**config.mk**
```make
export PLATFORM = sky130hd
export DESIGN_NAME = pf_stage
export DESIGN_NICKNAME = d
export VERILOG_FILES = /design/src/rtl/pf_stage.sv
export SDC_FILE = /design/constraint.sdc
export NUM_CORES = 1
export LEC_CHECK = 0
export BUFFER_PORTS_ARGS = -buffer_cell sky130_fd_sc_hd__buf_2
export CAP_MARGIN = 20
export CELL_PAD_IN_SITES_DETAIL_PLACEMENT = 1
export CELL_PAD_IN_SITES_GLOBAL_PLACEMENT = 2
export CORE_MARGIN = 2
export CORE_UTILIZATION = 30
export DETAILED_ROUTE_END_ITERATION = 8
export GPL_ROUTABILITY_DRIVEN = 0
export GPL_TIMING_DRIVEN = 0
export MAX_ROUTING_LAYER = met4
export PLACE_DENSITY_LB_ADDON = 0.1
export SLEW_MARGIN = 20
export SYNTH_ARGS = -nofsm -noshare
export SYNTH_HDL_FRONTEND = slang
export SYNTH_SLANG_ARGS = --single-unit
```
**constraint.sdc**
```tcl
create_clock -name clk -period 1.9 [get_ports clk]
set_input_delay 0.38 -clock clk [delete_from_list [all_inputs] [get_ports clk]]
set_output_delay 0.38 -clock clk [all_outputs]
set_load 0.05 [all_outputs]
```
**src/rtl/pf_stage.sv**
```systemverilog
// Pre-fetch stage: owns the fetch PC, issues one instruction request at a time and buffers the
// returned word until IF takes it; responses made stale by a redirect are dropped.
module pf_stage #(
  parameter int unsigned    XLEN     = 32,
  parameter logic [XLEN-1:0] RESET_PC = 32'hBFC0_0000
) (
  input  logic            clk,
  input  logic            rst_n,
  input  logic [XLEN-1:0] NPC,
  input  logic            PF_Flush,
  input  logic            PCWr,
  input  logic            IF_allowin,
  output logic            inst_req,
  output logic [XLEN-1:0] inst_addr,
  input  logic            inst_addr_ok,
  input  logic            inst_data_ok,
  input  logic [XLEN-1:0] inst_rdata,
  output logic [XLEN-1:0] PF_PC,
  output logic            PF_valid,
  output logic [XLEN-1:0] PF_inst,
  output logic            PF_adel
);

  typedef enum logic [2:0] {StIdle, StReq, StWait, StCancel, StHold} state_e;

  state_e          r_state;
  logic [XLEN-1:0] r_pc;
  logic [XLEN-1:0] r_inst;
  logic            r_adel;
  logic            r_redir_pend;
  logic [XLEN-1:0] r_redir_pc;

  state_e          w_state_nxt;
  logic [XLEN-1:0] w_pc_nxt;
  logic [XLEN-1:0] w_inst_nxt;
  logic            w_adel_nxt;
  logic            w_redir_pend_nxt;
  logic [XLEN-1:0] w_redir_pc_nxt;
  logic            w_load;
  logic [XLEN-1:0] w_load_pc;

  always_ff @(posedge clk or negedge rst_n) begin
    if (!rst_n) begin
      r_state      <= StIdle;
      r_pc         <= RESET_PC;
      r_inst       <= '0;
      r_adel       <= 1'b0;
      r_redir_pend <= 1'b0;
      r_redir_pc   <= '0;
    end else begin
      r_state      <= w_state_nxt;
      r_pc         <= w_pc_nxt;
      r_inst       <= w_inst_nxt;
      r_adel       <= w_adel_nxt;
      r_redir_pend <= w_redir_pend_nxt;
      r_redir_pc   <= w_redir_pc_nxt;
    end
  end

  always_comb begin
    w_state_nxt      = r_state;
    w_pc_nxt         = r_pc;
    w_inst_nxt       = r_inst;
    w_adel_nxt       = r_adel;
    w_redir_pend_nxt = r_redir_pend;
    w_redir_pc_nxt   = r_redir_pc;
    w_load           = 1'b0;
    w_load_pc        = NPC;

    unique case (r_state)
      StIdle: w_state_nxt = StReq;
      StReq: begin
        if (inst_addr_ok) begin
          if (r_redir_pend || PF_Flush) begin
            // The accepted request is already stale; its response must be swallowed.
            w_state_nxt      = StCancel;
            w_load           = 1'b1;
            w_load_pc        = PF_Flush ? NPC : r_redir_pc;
            w_redir_pend_nxt = 1'b0;
          end else begin
            w_state_nxt = StWait;
          end
        end else if (PF_Flush) begin
          w_redir_pend_nxt = 1'b1;
          w_redir_pc_nxt   = NPC;
        end
      end
      StWait: begin
        if (inst_data_ok && !PF_Flush) begin
          w_inst_nxt  = inst_rdata;
          w_state_nxt = StHold;
        end else if (PF_Flush) begin
          w_load      = 1'b1;
          w_state_nxt = inst_data_ok ? StReq : StCancel;
        end
      end
      StCancel: begin
        w_load = PF_Flush;
        if (inst_data_ok) begin
          w_state_nxt = StReq;
        end
      end
      StHold: begin
        if (PF_Flush || (IF_allowin && PCWr)) begin
          w_load      = 1'b1;
          w_state_nxt = StReq;
        end
      end
      default: w_state_nxt = StIdle;
    endcase

    // A misaligned target is never fetched: present it as an address-error slot instead.
    if (w_load) begin
      w_pc_nxt = w_load_pc;
      if (w_load_pc[1:0] != 2'b00) begin
        w_state_nxt = StHold;
        w_inst_nxt  = '0;
        w_adel_nxt  = 1'b1;
      end else begin
        w_adel_nxt  = 1'b0;
      end
    end
  end

  always_comb begin
    inst_req  = (r_state == StReq);
    inst_addr = r_pc;
    PF_PC     = r_pc;
    PF_valid  = (r_state == StHold) && !PF_Flush;
    PF_inst   = r_inst;
    PF_adel   = r_adel;
  end

endmodule

```
==> metrics.md <==
| Metric | Value |
|---|---|
| Status | `finished clean` |
| RSZ-0062 raised after global routing | `false` |
| Worst Slack Setup Final | `0.1123 ns` |
| Commonest non-fill, non-tap cell in the layout | `buf_2` |
| Delay-heaviest family, CP | `buffers and inverters` |
| Die area | `16,710 sq um` |
| Post-DP Area | `5914 sq um` |
| First-pass GRT wire length | `19.74 mm` |
| Setup WS pre-CTS | `-0.07677 ns` |
| Worst-path clk slew | `0.07 ns` |
| Gr usage total | `0.1561` |
| Number of buffers created by CTS | `9` |
| Most frequent cells in the layout | `171 x buf_2, 91 x dfrtp_1, 67 x nand2_1` |
| FF+latch count, synth | `101` |
| Max-Cap Viols | `0` |
| DR vias | `3,654` |
| Initial antenna violation count | `0` |
| WL/cell | `14.77 um` |
| Final hold viol count | `0` |
| First drt pass iteration count | `4` |
| DRC viols | `0` |
| Final Non-Filler Cells | `820` |
| Worst-Skew Late Latency | `0.35 ns` |
| FMAX | `0.5594 GHz` |
| Met3 Use GR | `0.03551` |
| Min Tclk post-route | `1.788 ns` |
| Die width | `129.3 um` |
| DRT antenna net count | `0` |
| Worst Path Required | `1.52 ns` |
| Hold WS | `0.2595 ns` |
| Row cnt | `45` |
| Vias in the first global route | `3,929` |
| Placed Cells | `802` |
| P&R area growth vs syn | `33.36%` |
| Slew headroom | `0.6750` |
| CTS tree | `built` |
| Fin nets | `675` |
| Worst-margin pin slew | `0.4875 ns` |
| Multi-input logic area | `1763 sq um` |
| Met2 usage | `0.2536` |
| Largest net degree at the start of global routing | `57` |
| Final Cell Area | `6277 sq um` |
| P per Cell Area | `2099 nW/um^2` |
| ANT cells | `0` |
| Post-synth top area share | `0.4891` |
| Root buf cell | `clkbuf_16` |
| Synth top area cells | `dfrtp_1 49%, mux2_2 7.4%, mux2i_1 6.8%` |
| Dpl hpwl | `8.845 mm` |
| Mapped Cells | `422` |
| Worst-path maximum fanout | `10` |
| Crit path max-delay cell type | `dfrtp_1` |
| CP bufs+invs | `2` |
| GR peak layer | `met2` |
| Max Slew Vio Count | `0` |
| Worst min-delay path class | `primary input to flop` |
| Crit-path cells | `buf_6 > nor3b_4 > buf_2` |
| GR Util met1 | `0.1919` |
| Post-synth net total | `493` |
| Core footprint | `15,260 sq um` |
| Final core occ | `0.4114` |
| Nature of the critical path startpoint | `flop` |
| Endpoints failing setup | `0` |
| CP max stage delay | `0.39 ns` |
| Max clock buf depth | `2` |
| Ys Warns | `0` |
| Syn_area_per_cell | `11.15 sq um` |
| Initial DRC Count | `131` |
| I/O pins | `170` |
| Routed WL | `12.11 mm` |
| Critical path class | `flop to output port` |
| Share of layout cells above drive strength 1 | `0.5205` |
| Fillers | `1,737` |
| Die Span Y | `129.3 um` |
| Clock Skew | `0.007162 ns` |
| H-tree levels | `3` |
| Grt total ovfl | `0` |
| Vias per cell | `4.456` |
| Data arrival time of the critical path | `1.41 ns` |
| Leak | `0.003166 uW` |
| Storage element area | `2540 sq um` |
| Port bufs | `168` |
| Yosys cell types | `34` |
| Cell Area, Synth | `4707 sq um` |
| VDD IR-drop max | `640.9 uV` |
| Register area share after synthesis | `0.5393` |
| Initial cell density of the core | `0.3085` |
| Clock Sinks | `101` |
| Synth area leader | `dfrtp_1` |
| Crit. End Element | `output port` |
| Crit share post-route | `0.9409` |
-- layer usage --
metal  part of all wire  vias to the layer above
met2               0.50                      105
met1               0.44                     1789
li1                   -                     1747
met4              0.015                        0
met5                  0                        -
met3              0.054                       13
-- metrics by stage --
step                TNS [ns]  power, uW
global placement      -74.74      11040
floorplan             -2.854       9555
finish                     0      13180
detailed placement    -1.099      11200
CTS                        0      13380
global route               0      13990
-- Yosys cell counts --
master     count
a211oi_1       1
buf_6          6
clkbuf_1       5
nor2_2         1
o221ai_2       1
and4bb_2       1
a21o_1         3
nand3_1        1
a21oi_1       41
a211oi_2       1
dfrtp_1       92
clkbuf_4       1
and3_1         1
nor3_1         1
nor2_1        38
or3b_4         1
nor4b_1        1
nand4bb_1      1
buf_2          5
buf_8          2
nand3b_1       3
nor2b_1        1
dfstp_2        9
nand2_1       67
mux2_2        31
nand2b_1       1
nor3b_2        1
inv_1          1
a21oi_2       28
buf_4         41
mux2_1         1
o21ai_0        1
mux2i_1       32
o22ai_1        1
-- final timing paths --
check / startpoint / end / slack (ns) / cells after the start
max in group asynchronous: rst_n / PF_PC[23] / 0.69 / 3
max: r_state[2] / inst_req / 0.11 / 3
min in group asynchronous: rst_n / r_redir_pc[10] / 0.53 / 2
min reg2reg: PF_adel / PF_adel / 0.48 / 1
max reg2reg: r_state[2] / r_redir_pc[14] / 0.13 / 6
min: inst_rdata[22] / PF_inst[22] / 0.26 / 3
-- area by class of cell --
| type | instances | share of cell area |
|---|---|---|
| well taps | 211 | 0.04206 |
| inverters | 1 | 0.0005980 |
| clock inverters | 6 | 0.01774 |
| repair buffers | 171 | 0.1421 |
| flip-flops and latches | 101 | 0.4046 |
| plain buffers | 60 | 0.07554 |
| clock buffers | 10 | 0.03648 |
| multi-input cells | 260 | 0.2808 |
-- kinds of logic (layout without fill, tap and decap cells) --
group,count (synthesis),after routing,share of synthesized area
and+or+nand+nor,119,119,0.1079
DFF,101,101,0.5393
AOI/OAI and AO/OA,77,77,0.1103
muxes,64,64,0.1446
buffers and inverters,61,248,0.09782
-- worst reg2reg max path: cells and delay by family (launching register included) --
| kind | cells | cell delay, ns |
|---|---|---|
| flops | 1 | 0.39 |
| simple gates | 3 | 0.54 |
| mux | 1 | 0.36 |
| buf+inv | 2 | 0.38 |
-- report_power, final --
part / switching, uW / internal [uW]
combinational: 4970 / 2340
sequential: 590 / 3170
clock: 831 / 1290
-- sequential cells by signal (all words and copies together) (netlist names) --
| name | flops |
|---|---|
| PF_PC | 32 |
| PF_adel | 1 |
| PF_inst | 32 |
| r_redir_pc | 32 |
| r_redir_pend | 1 |
| r_state | 3 |
-- repair_timing --
action                                  4_1_cts  5_1_grt
hold endpoints to repair                     40        0
buffers inserted                              0        1
endpoints found under the setup margin        0       20
hold buffers                                  1        0
resized for setup                             0        2
Power figures use the tool's default switching activity.
